<file path="src/rtl/ll_sc_reservation_ctrl_pkg.sv">
// Shared definitions for the LL/SC reservation controller.
package ll_sc_reservation_ctrl_pkg;

    // Reservation state: IDLE holds nothing, LINKED holds link_addr and ages it.
    typedef enum logic {
        RSV_IDLE   = 1'b0,
        RSV_LINKED = 1'b1
    } rsv_state_e;

    // Default reservation lifetime in cycles and a counter wide enough to reach it.
    localparam int RSV_TIMEOUT = 1024;
    localparam int RSV_CNT_W   = 11;

endpackage

</file>
<file path="src/rtl/ll_sc_reservation_ctrl.sv">
// LL/SC reservation tracker for the 5-stage MIPS core.
// Holds one link address, drops it on stores, snoop writes, flushes and
// timeout, and tells decode (with same-cycle bypass) whether an SC may store.
module ll_sc_reservation_ctrl
    import ll_sc_reservation_ctrl_pkg::*;
#(
    parameter int ADDR_W   = 32,
    parameter int GRAN_LSB = 2,
    parameter int TIMEOUT  = RSV_TIMEOUT,
    parameter int CNT_W    = RSV_CNT_W
) (
    input  logic              clk,
    input  logic              rst,
    input  logic              flush,
    input  logic              ex_valid,
    input  logic              ll_ex,
    input  logic              sc_ex,
    input  logic              store_ex,
    input  logic [ADDR_W-1:0] addr_ex,
    input  logic              snoop_we,
    input  logic [ADDR_W-1:0] snoop_addr,
    output logic              atomic_id,
    output logic              mem_sc_mask_id,
    output logic              link_valid,
    output logic [ADDR_W-1:0] link_addr
);

    localparam bit             TIMEOUT_EN = (TIMEOUT != 0);
    localparam logic [CNT_W-1:0] CNT_LAST = CNT_W'((TIMEOUT == 0) ? 0 : TIMEOUT - 1);
    localparam logic [CNT_W-1:0] CNT_MAX  = {CNT_W{1'b1}};

    rsv_state_e        state_q, state_d;
    logic [ADDR_W-1:0] link_addr_q, link_addr_d;
    logic [CNT_W-1:0]  cnt_q, cnt_d;

    logic set_ex;
    logic kill_ex;
    logic kill_snoop;
    logic set_snoop_hit;
    logic timeout_hit;

    // Two addresses fall in the same granule when they differ only below GRAN_LSB.
    function automatic logic granule_eq(input logic [ADDR_W-1:0] a,
                                        input logic [ADDR_W-1:0] b);
        logic [ADDR_W-1:0] diff;
        diff = (a ^ b) >> GRAN_LSB;
        return (diff == '0);
    endfunction

    // Qualify the EX-stage and snoop events that can change the reservation.
    always_comb begin
        set_ex        = ex_valid & ll_ex;
        kill_ex       = ex_valid & (sc_ex | store_ex);
        kill_snoop    = snoop_we & (state_q == RSV_LINKED) & granule_eq(snoop_addr, link_addr_q);
        set_snoop_hit = snoop_we & granule_eq(snoop_addr, addr_ex);
        timeout_hit   = TIMEOUT_EN & (cnt_q == CNT_LAST);
    end

    // Next-state, link address and age counter, highest priority event first.
    always_comb begin
        state_d     = state_q;
        link_addr_d = link_addr_q;
        cnt_d       = cnt_q;
        if (rst) begin
            state_d     = RSV_IDLE;
            link_addr_d = '0;
            cnt_d       = '0;
        end else if (flush) begin
            state_d = RSV_IDLE;
        end else if (set_ex) begin
            link_addr_d = addr_ex;
            cnt_d       = '0;
            state_d     = set_snoop_hit ? RSV_IDLE : RSV_LINKED;
        end else if (kill_ex || kill_snoop) begin
            state_d = RSV_IDLE;
        end else if (state_q == RSV_LINKED) begin
            if (timeout_hit) begin
                state_d = RSV_IDLE;
            end else if (cnt_q != CNT_MAX) begin
                cnt_d = cnt_q + 1'b1;
            end
        end
    end

    // Reservation registers with synchronous reset.
    always_ff @(posedge clk) begin
        if (rst) begin
            state_q     <= RSV_IDLE;
            link_addr_q <= '0;
            cnt_q       <= '0;
        end else begin
            state_q     <= state_d;
            link_addr_q <= link_addr_d;
            cnt_q       <= cnt_d;
        end
    end

    // Decode sees the reservation as it will be after this cycle's EX event.
    assign atomic_id      = (state_d == RSV_LINKED);
    assign mem_sc_mask_id = ~atomic_id;
    assign link_valid     = (state_q == RSV_LINKED);
    assign link_addr      = link_addr_q;

endmodule

</file>
<file path="config.mk">
export PLATFORM = sky130hd
export DESIGN_NAME = ll_sc_reservation_ctrl
export DESIGN_NICKNAME = d
export VERILOG_FILES = /design/src/rtl/ll_sc_reservation_ctrl_pkg.sv /design/src/rtl/ll_sc_reservation_ctrl.sv
export SDC_FILE = /design/constraint.sdc
export NUM_CORES = 1
export LEC_CHECK = 0
export BUFFER_PORTS_ARGS = -buffer_cell sky130_fd_sc_hd__buf_2
export CORE_AREA = 4 4 84 86
export CTS_BUF_LIST = sky130_fd_sc_hd__clkbuf_4 sky130_fd_sc_hd__clkbuf_8
export DETAILED_ROUTE_END_ITERATION = 7
export DIE_AREA = 0 0 88 90
export GPL_TIMING_DRIVEN = 0
export HOLD_SLACK_MARGIN = 0.02
export PLACE_DENSITY = 0.78
export SLEW_MARGIN = 20
export SYNTH_ARGS = -nofsm -noshare
export SYNTH_HDL_FRONTEND = slang
export SYNTH_SLANG_ARGS = --single-unit
</file>
<file path="constraint.sdc">
create_clock -name clk -period 2.55 [get_ports clk]
set_clock_uncertainty 0.1 [all_clocks]
set_input_delay 0.1275 -clock clk [delete_from_list [all_inputs] [get_ports clk]]
set_output_delay 0.1275 -clock clk [all_outputs]
set_load 0.01 [all_outputs]
</file>
==> results.yml <==
placement:
  port_buffers: 104
  pre_cts_ws_ns: 0.142
  post_dp_cell_area_um2: 3060
  dp_cells: 486
  place_hpwl_mm: 6.28
  routabilityCongestion: 0.818
global_routing:
  busiest_layer: "met2"
  grt_pass1_wl_mm: 13.3
  grt_overflow: 0
  grt_use_met2: 0.364
  grt_max_degree: 14
  antenna_found_initial: 0
  track_usage: 0.211
  grt_pass1_vias: 2778
  met3_usage: 0.0594
  grt_util_met1: 0.249
floorplanning:
  dieArea_um2: 7920
  die_x_um: 88
  die_y_um: 90
  start_util: 0.388
  ios: 107
  core_um2: 6280
  row_count: 29
timing:
  setup_slack_ns: 0.144
  max_freq_ghz: 0.416
  tns_ns: 0
  slew_headroom: 0.642
  min_period_over_period: 0.944
  worstMarginPinSlew_ns: 0.535
  period_needed_ns: 2.41
  rsz0062_at_grt: "no"
  hold_violations: 0
  final-setup-viol-count: 0
  final-max-slew-violation-count: 0
setup_path:
  endpoint_kind: "primary output"
  cp.arrival_ns: 2.18
  crit_fanout: 3
  reg2reg_to: "cnt_q[6]"
  reg2reg_slack_ns: 0.40
  r2r_cells: 8
  crit-reg2reg-launch: "link_addr[31]"
  start_kind: "flop"
  critPathRequiredTime_ns: 2.32
  critical_path_class: "flop to primary output"
final_layout:
  area_delta_synth_final_pct: 44.0
  final_nets: 522
  nFillCells: 542
  drive_above_1_share: 0.293
  final_util: 0.559
  antenna_cells: 0
  stdcell_area_um2: 3510
  instances_no_fill: 527
yosys:
  synth_edf_count: 0
  synth_ff_type: "dfxtp_1"
  synth_seq_cells: 44
  yosysTopAreaCell: "dfxtp_1"
  ys_warn_count: 0
  syn_nets: 378
  yosysMostFrequentCell: "nand2_1"
  synth_area_leaders: "dfxtp_1, xnor2_1, nand2_1"
  synth_common_cells: "nand2_1, dfxtp_1, a21oi_1, xnor2_1, xor2_1"
  synth_cell_type_count: 36
  syn_area_um2: 2440
  yosysTopAreaCellShare: 0.361
  syn_inst: 305
  syn_area_per_cell_um2: 8.00
  yosysSeqAreaShare: 0.361
  postSynth.asyncResetShare: 0
hold_path:
  hold_path_class: "input port to flop"
  hold_end: "link_valid"
  hold-path-cell-count: 3
  hp-start: "flush"
routing:
  drc: 0
  wl_mm: 8.54
  route.detailed.wl_per_inst_um: 16.2
  drt_iter0_markers: 114
  post_drt_via_cell_ratio: 5.16
  first_pass_iters: 4
  ant_nets: 0
  vias: 2720
clocking:
  cts_root_buf: "clkbuf_8"
  insertion_delay_ns: 0.30
  cts_max_level: 2
  clk_path_buf_depth: 2
  numCtsBuffers: 5
  cts_sinks: 44
  cts.clk_slew.worst_paths_ns: 0.09
  cts_tree: "done"
power_and_ir_drop:
  peakVddDrop_mv: 0.408
  power.leakage_nw: 1.47
  p_per_area_nw_per_um2: 430
flow_run:
  drv_cap: 0
status:
  status: "completed"
## final cells by class
type / count / area (um^2) / share of cell area
timing repair buffer: 137 / 848 / 0.242
inverter: 1 / 3.75 / 0.00107
clock inverter: 2 / 10.0 / 0.00285
buffer: 13 / 57.6 / 0.0164
multi-input combinational: 247 / 1530 / 0.435
tap: 77 / 96.3 / 0.0274
clock buffer: 6 / 82.6 / 0.0235
sequential: 44 / 883 / 0.252
## layout by cell type, fill, tap and decap left out, types with 3 or more instances in the layout
cell             n
buf_2          105
nand2_1         73
dfxtp_1         42
a21oi_1         39
xnor2_1         34
dlygate4sd3_1   32
xor2_1          25
nand4_1         14
clkbuf_1        11
o21ai_0          7
nand3_1          6
clkbuf_8         6
nor4_2           4
nor4_1           4
nor2_1           4
or3_1            4
or3_2            4
nand3b_1         3
## flip-flops by register name (all words and copies together) (netlist names)
| signal | count |
|---|---|
| cnt_q | 11 |
| link_addr | 32 |
| link_valid | 1 |
## power breakdown
| part | internal (W) | switching (W) | total [W] |
|---|---|---|---|
| sequential | 0.000704 | 0.0000169 | 0.000721 |
| clock | 0.000217 | 0.000257 | 0.000474 |
| combinational | 0.000154 | 0.000160 | 0.000314 |
| total | 0.00107 | 0.000434 | 0.00151 |
## metal layers
| layer | vias up | routed length [um] |
|---|---|---|
| li1 | 1332 | - |
| met1 | 1260 | 3410 |
| met2 | 111 | 4350 |
| met3 | 17 | 594 |
| met4 | 0 | 178 |
| met5 | - | 0 |
## how the worst max path moves through the flow
| stage | startpoint | end | slack (ns) | cells after the start |
|---|---|---|---|---|
| floorplan | link_addr[9] | mem_sc_mask_id | 0.59 | 6 |
| global placement | link_addr[24] | mem_sc_mask_id | 0.16 | 7 |
| detailed placement | link_addr[24] | mem_sc_mask_id | 0.14 | 7 |
| CTS | link_addr[12] | mem_sc_mask_id | 0.05 | 7 |
| global route | link_addr[19] | mem_sc_mask_id | 0.006 | 7 |
| finish | link_addr[31] | mem_sc_mask_id | 0.14 | 7 |
## metrics by stage
step	hold WS [ns]	power [W]
floorplan	0.163	0.000865
global placement	0.268	0.000995
detailed placement	0.285	0.00100
CTS	0.144	0.00150
global route	0.145	0.00157
finish	0.151	0.00151
## logic make-up (layout without fill, tap and decap cells)
group,count (synthesis),in the layout,share of synthesized area
and+or+nand+nor,131,131,0.267
xor gates and xnor gates,60,60,0.215
AOI/OAI and AO/OA,53,53,0.117
DFF,44,44,0.361
buffers and inverters,14,159,0.0251
muxes,2,2,0.00821
adders and majority gates,1,1,0.00513
## what timing repair did
| action | CTS | global route |
|---|---|---|
| buffers inserted | 1 | 0 |
| pin swaps | 1 | 6 |
| gates resized for setup | 0 | 7 |
| hold endpoints to repair | 32 | 0 |
| hold buffers | 32 | 0 |
| setup endpoints to repair | 2 | 2 |
## worst max-delay path: stages, from the launching register on
cell	delay (ns)
dfxtp_2	0.35
xor2_2	0.15
nor4_2	0.33
nand4_1	0.21
nor4_4	0.36
nand3b_1	0.19
a221o_1	0.16
buf_2	0.12
No activity file was read; power rests on OpenSTA's default activity.
